### src/rtl/instr_encoder.sv
// instr_encoder: encodes MIPS R/I-type instructions and streams them into an
// instruction memory, one word per two cycles, with fill count and full flag.
// Optional feature macro: INSTR_ENCODER_CHECKSUM_EN enables a running XOR of
// written words on chk_o; otherwise chk_o is tied to zero and no register exists.
module instr_encoder #(
   parameter int unsigned DEPTH = 128
) (
   input  logic        clk_i,
   input  logic        rst_i,
   input  logic        clear_i,
   input  logic        valid_i,
   output logic        ready_o,
   input  logic [2:0]  kind_i,
   input  logic [4:0]  rs_i,
   input  logic [4:0]  rt_i,
   input  logic [4:0]  rd_i,
   input  logic [15:0] imm_i,
   output logic        mem_we_o,
   output logic [31:0] mem_addr_o,
   output logic [31:0] mem_data_o,
   output logic [10:0] count_o,
   output logic        full_o,
   output logic [31:0] chk_o
);

   localparam int unsigned WORD_W = 32;
   localparam int unsigned CNT_W  = 11;
   localparam logic [CNT_W-1:0] DEPTH_C = CNT_W'(DEPTH);

   typedef enum logic [1:0] {
      IDLE  = 2'd0,
      WRITE = 2'd1,
      FULL  = 2'd2
   } state_e;

   state_e              state_q, state_d;
   logic [WORD_W-1:0]   mem_addr_q, mem_addr_d;
   logic [WORD_W-1:0]   mem_data_q, mem_data_d;
   logic [CNT_W-1:0]    count_q, count_d;
   logic [CNT_W-1:0]    count_inc_c;
   logic [WORD_W-1:0]   word_c;

   // Encode the requested instruction into a 32-bit MIPS word.
   always_comb begin
      word_c = '0;
      case (kind_i)
         3'd0: word_c = {6'b000000, rs_i, rt_i, rd_i, 5'b00000, 6'b100000};
         3'd1: word_c = {6'b000000, rs_i, rt_i, rd_i, 5'b00000, 6'b100010};
         3'd2: word_c = {6'b000000, rs_i, rt_i, rd_i, 5'b00000, 6'b100100};
         3'd3: word_c = {6'b000000, rs_i, rt_i, rd_i, 5'b00000, 6'b100101};
         3'd4: word_c = {6'b000000, rs_i, rt_i, rd_i, 5'b00000, 6'b101010};
         3'd5: word_c = {6'b001000, rs_i, rt_i, imm_i};
         3'd6: word_c = {6'b000100, rs_i, rt_i, imm_i};
         3'd7: word_c = {6'b001101, rs_i, rt_i, imm_i};
         default: word_c = '0;
      endcase
   end

   assign ready_o     = (state_q == IDLE) && !clear_i;
   assign mem_we_o    = (state_q == WRITE);
   assign mem_addr_o  = mem_addr_q;
   assign mem_data_o  = mem_data_q;
   assign count_o     = count_q;
   assign full_o      = (count_q == DEPTH_C);
   assign count_inc_c = count_q + CNT_W'(1);

   // Next-state, capture of the encoded word, and fill counter.
   always_comb begin
      state_d    = state_q;
      mem_addr_d = mem_addr_q;
      mem_data_d = mem_data_q;
      count_d    = count_q;
      case (state_q)
         IDLE: begin
            if (clear_i) begin
               count_d = '0;
            end else if (valid_i) begin
               mem_data_d = word_c;
               mem_addr_d = WORD_W'({count_q, 2'b00});
               state_d    = WRITE;
            end
         end
         WRITE: begin
            if (clear_i) begin
               count_d = '0;
               state_d = IDLE;
            end else begin
               count_d = count_inc_c;
               state_d = (count_inc_c == DEPTH_C) ? FULL : IDLE;
            end
         end
         FULL: begin
            if (clear_i) begin
               count_d = '0;
               state_d = IDLE;
            end
         end
         default: state_d = IDLE;
      endcase
   end

   // State and datapath registers with synchronous reset.
   always_ff @(posedge clk_i) begin
      if (rst_i) begin
         state_q    <= IDLE;
         mem_addr_q <= '0;
         mem_data_q <= '0;
         count_q    <= '0;
      end else begin
         state_q    <= state_d;
         mem_addr_q <= mem_addr_d;
         mem_data_q <= mem_data_d;
         count_q    <= count_d;
      end
   end

`ifdef INSTR_ENCODER_CHECKSUM_EN
   logic [WORD_W-1:0] chk_q, chk_d;

   // Fold each completed write into the checksum; clear wipes it.
   always_comb begin
      chk_d = chk_q;
      if (clear_i && (state_q != WRITE || 1'b1)) begin
         chk_d = '0;
      end else if (state_q == WRITE) begin
         chk_d = chk_q ^ mem_data_q;
      end
   end

   // Checksum register.
   always_ff @(posedge clk_i) begin
      if (rst_i) begin
         chk_q <= '0;
      end else begin
         chk_q <= chk_d;
      end
   end

   assign chk_o = chk_q;
`else
   assign chk_o = '0;
`endif

endmodule

### config.mk
export PLATFORM = sky130hd
export DESIGN_NAME = instr_encoder
export DESIGN_NICKNAME = d
export VERILOG_FILES = /design/src/rtl/instr_encoder.sv
export SDC_FILE = /design/constraint.sdc
export NUM_CORES = 1
export LEC_CHECK = 0
export CAP_MARGIN = 30
export CORE_MARGIN = 2
export CORE_UTILIZATION = 43
export DETAILED_ROUTE_END_ITERATION = 8
export PLACE_DENSITY_LB_ADDON = 0.08
export RECOVER_POWER = 50
export SYNTH_ARGS = -nofsm -noshare
export SYNTH_HDL_FRONTEND = slang
export SYNTH_SLANG_ARGS = --single-unit
### constraint.sdc
create_clock -name clk_i -period 4.22 [get_ports clk_i]
set_input_delay 0.844 -clock clk_i [delete_from_list [all_inputs] [get_ports clk_i]]
set_output_delay 0.844 -clock clk_i [all_outputs]
set_load 0.02 [all_outputs]
==> metrics <==
largest cells by area after synthesis=dfxtp_1 37%, buf_4 15%, nand2_1 10%, a21oi_1 6.4%, nor2_1 3.8%; Cell Pwr Density=277 nW/um2; area leader, netlist=dfxtp_1; Slew @ Worst Pin=0.784 ns; routed via count=2,600; run status=complete, no violations; starting DRC count in detailed routing=126; final hold violation count=0; R2R depth=5; final slew viol count=0; xor/xnor share of the synthesized area=1.21%; Setup Skew=0.0167 ns; setup bufs post-CTS=0; Reg clk slew, reported paths=0.11 ns; sequential-to-total area share from yosys stat=36.7%; Die ar.=7390 um2; antenna violations before repair=0; Synth Instances=374; chip width=86.0 um; Yosys cell types=46; HPWL Detailed=4.73 mm; commonest non-fill, non-tap cell in the layout=nand2_1; row count=29; Synth Area in Adders=1.30%; Core ar.=6420 um2; CTS max path bufs=2; final core occ=56.5%; vias in the first global route=2,336; mapped cell area=2890 um2; Startpoint Class=primary input; clock sink count=53; Pre-Repair DR Iteration Count=4; Clock Tree Root=clkbuf_8; Routed WL=6.71 mm; Final #Nets=488; fin area=3630 um2; ANT cells=0; Max Cap Viol=0; placed inst area=3540 um2; Worst Path Arrival=2.61 ns; setup slack, reg-to-reg=2.22 ns; Synth top area share=36.7%; CTS buffer count=5; CP Data Required Time=3.38 ns; Main synth FF type=dfxtp_1; Routed WL per cell=12.8 um; Synth Area per Inst=7.72 um2; latest clock arrival within the worst-skew pair=0.32 ns; port buffer count=91; H-Tree Depth=2; Area Growth Syn to Fin=25.6%; Residual DRC=0; minimum clock period=3.45 ns; Hold Buf Count CTS=0; drt via density=4.95; main combinational cell family by area after synthesis=simple AND/OR/NAND/NOR gates; CTS tree=built; Final setup viols=0; Synth async-reset ratio=0%; Hold Path Class=reg2reg; RSZ-0062 raised after global routing=false; Max Fclk=290 MHz; worst hold margin=0.455 ns; Final Wtd Congestion=0.871; number of flops mapped to enable cells by yosys=0; grt total ovfl=0; worst vdd ir=0.153 mV; Total GRT Usage=18.4%; mux cell area share after synthesis=0.390%; CP max FO=7; Synth Area in Compound Gates=15.5%; layout cell share with drive strength beyond 1=4.24%; Ports=148; setup total negative slack=0 ns; Hold Path Stages=2; first-pass GRT wire length=11.0 mm; relative slew slack=47.6%; largest net degree at the start of global routing=45; DRT antenna net count=0; Pwr Total=0.00101 W; die height=86.0 um; CTS resizes=0; initial core utilization=45.0%; Pleak=1.48 nW; Tcrit/Tclk final=81.9%; Synth Warn #=0; most frequent cells in the layout=79 x nand2_1, 56 x conb_1, 53 x dfxtp_1; Setup Crit Path Kind=in2out; Synth Area in Simple Gates=23.8%; Setup crit end kind=output pin; number of synthesized register bits=53
## critical path: stages
cell             delay (ns)
dlygate4sd3_1          0.61
or2_0                  0.40
nor2_4                 0.15
clkdlybuf4s50_1        0.61
## Yosys cell counts, drive strengths merged, types with 4 or more instances
| cell type | instances |
|---|---|
| a21oi | 37 |
| a311oi | 5 |
| a32oi | 7 |
| and3 | 6 |
| buf | 67 |
| clkbuf | 17 |
| dfxtp | 53 |
| nand2 | 79 |
| nand3 | 17 |
| nand4 | 4 |
| nor2 | 30 |
| nor3 | 5 |
| o21ai | 6 |
## sequential cells by signal, indices dropped and copies added, names as in the netlist
| register | count |
|---|---|
| mem_addr_o | 11 |
| state_q | 2 |
| count_o | 11 |
| mem_data_o | 29 |
## metal layers
metal | routed length (um) | global-route usage (%) | vias to the layer above
met5 | 0 | 0 | -
met4 | 85 | 5.05 | 0
met3 | 623 | 7.31 | 8
met2 | 3180 | 30.4 | 100
met1 | 2820 | 22.2 | 1195
li1 | - | - | 1297
## where the power goes
part	internal [W]	leakage, nW	switching, W	total [W]
Clock	0.000121	0.0452	0.000182	0.000303
Combinational	0.0000652	1.01	0.000119	0.000184
Sequential	0.000513	0.430	0.00000598	0.000519
## area by class of cell
type | count | area, um2
fill | 661 | 2790
multi-input combinational | 288 | 1430
sequential | 53 | 1060
timing repair buffer | 95 | 936
tap | 77 | 96.3
clock buffer | 5 | 68.8
clock inverter | 3 | 25.0
inverter | 4 | 15.0
## cell families (layout without fill, tap and decap cells)
| kind of cell | count (synthesis) | in the layout |
|---|---|---|
| multiplexers | 1 | 1 |
| buffers and inverters | 88 | 107 |
| other | 1 | 56 |
| AND/OR/NAND/NOR | 154 | 154 |
| XOR/XNOR | 4 | 4 |
| AO/OA/AOI/OAI | 70 | 70 |
| flip-flops | 53 | 53 |
| adder cells (fa/ha/maj) | 3 | 3 |
## per-stage QoR
| stage | setup slack, ns | std cells |
|---|---|---|
| after floorplan | 2.06 | 429 |
| after global placement | 0.986 | 517 |
| after detailed placement | 0.951 | 517 |
| after CTS | 0.952 | 525 |
| after global routing | 0.720 | 525 |
| final | 0.766 | 525 |
## final timing paths
| kind | startpoint | end |
|---|---|---|
| setup / recovery | clear_i | ready_o |
| hold / removal | mem_data_o[26] | mem_data_o[26] |
| setup reg to reg | state_q[1] | mem_data_o[24] |
| hold reg to reg | mem_data_o[26] | mem_data_o[26] |
Note: power is estimated with default switching activity, not from simulation.
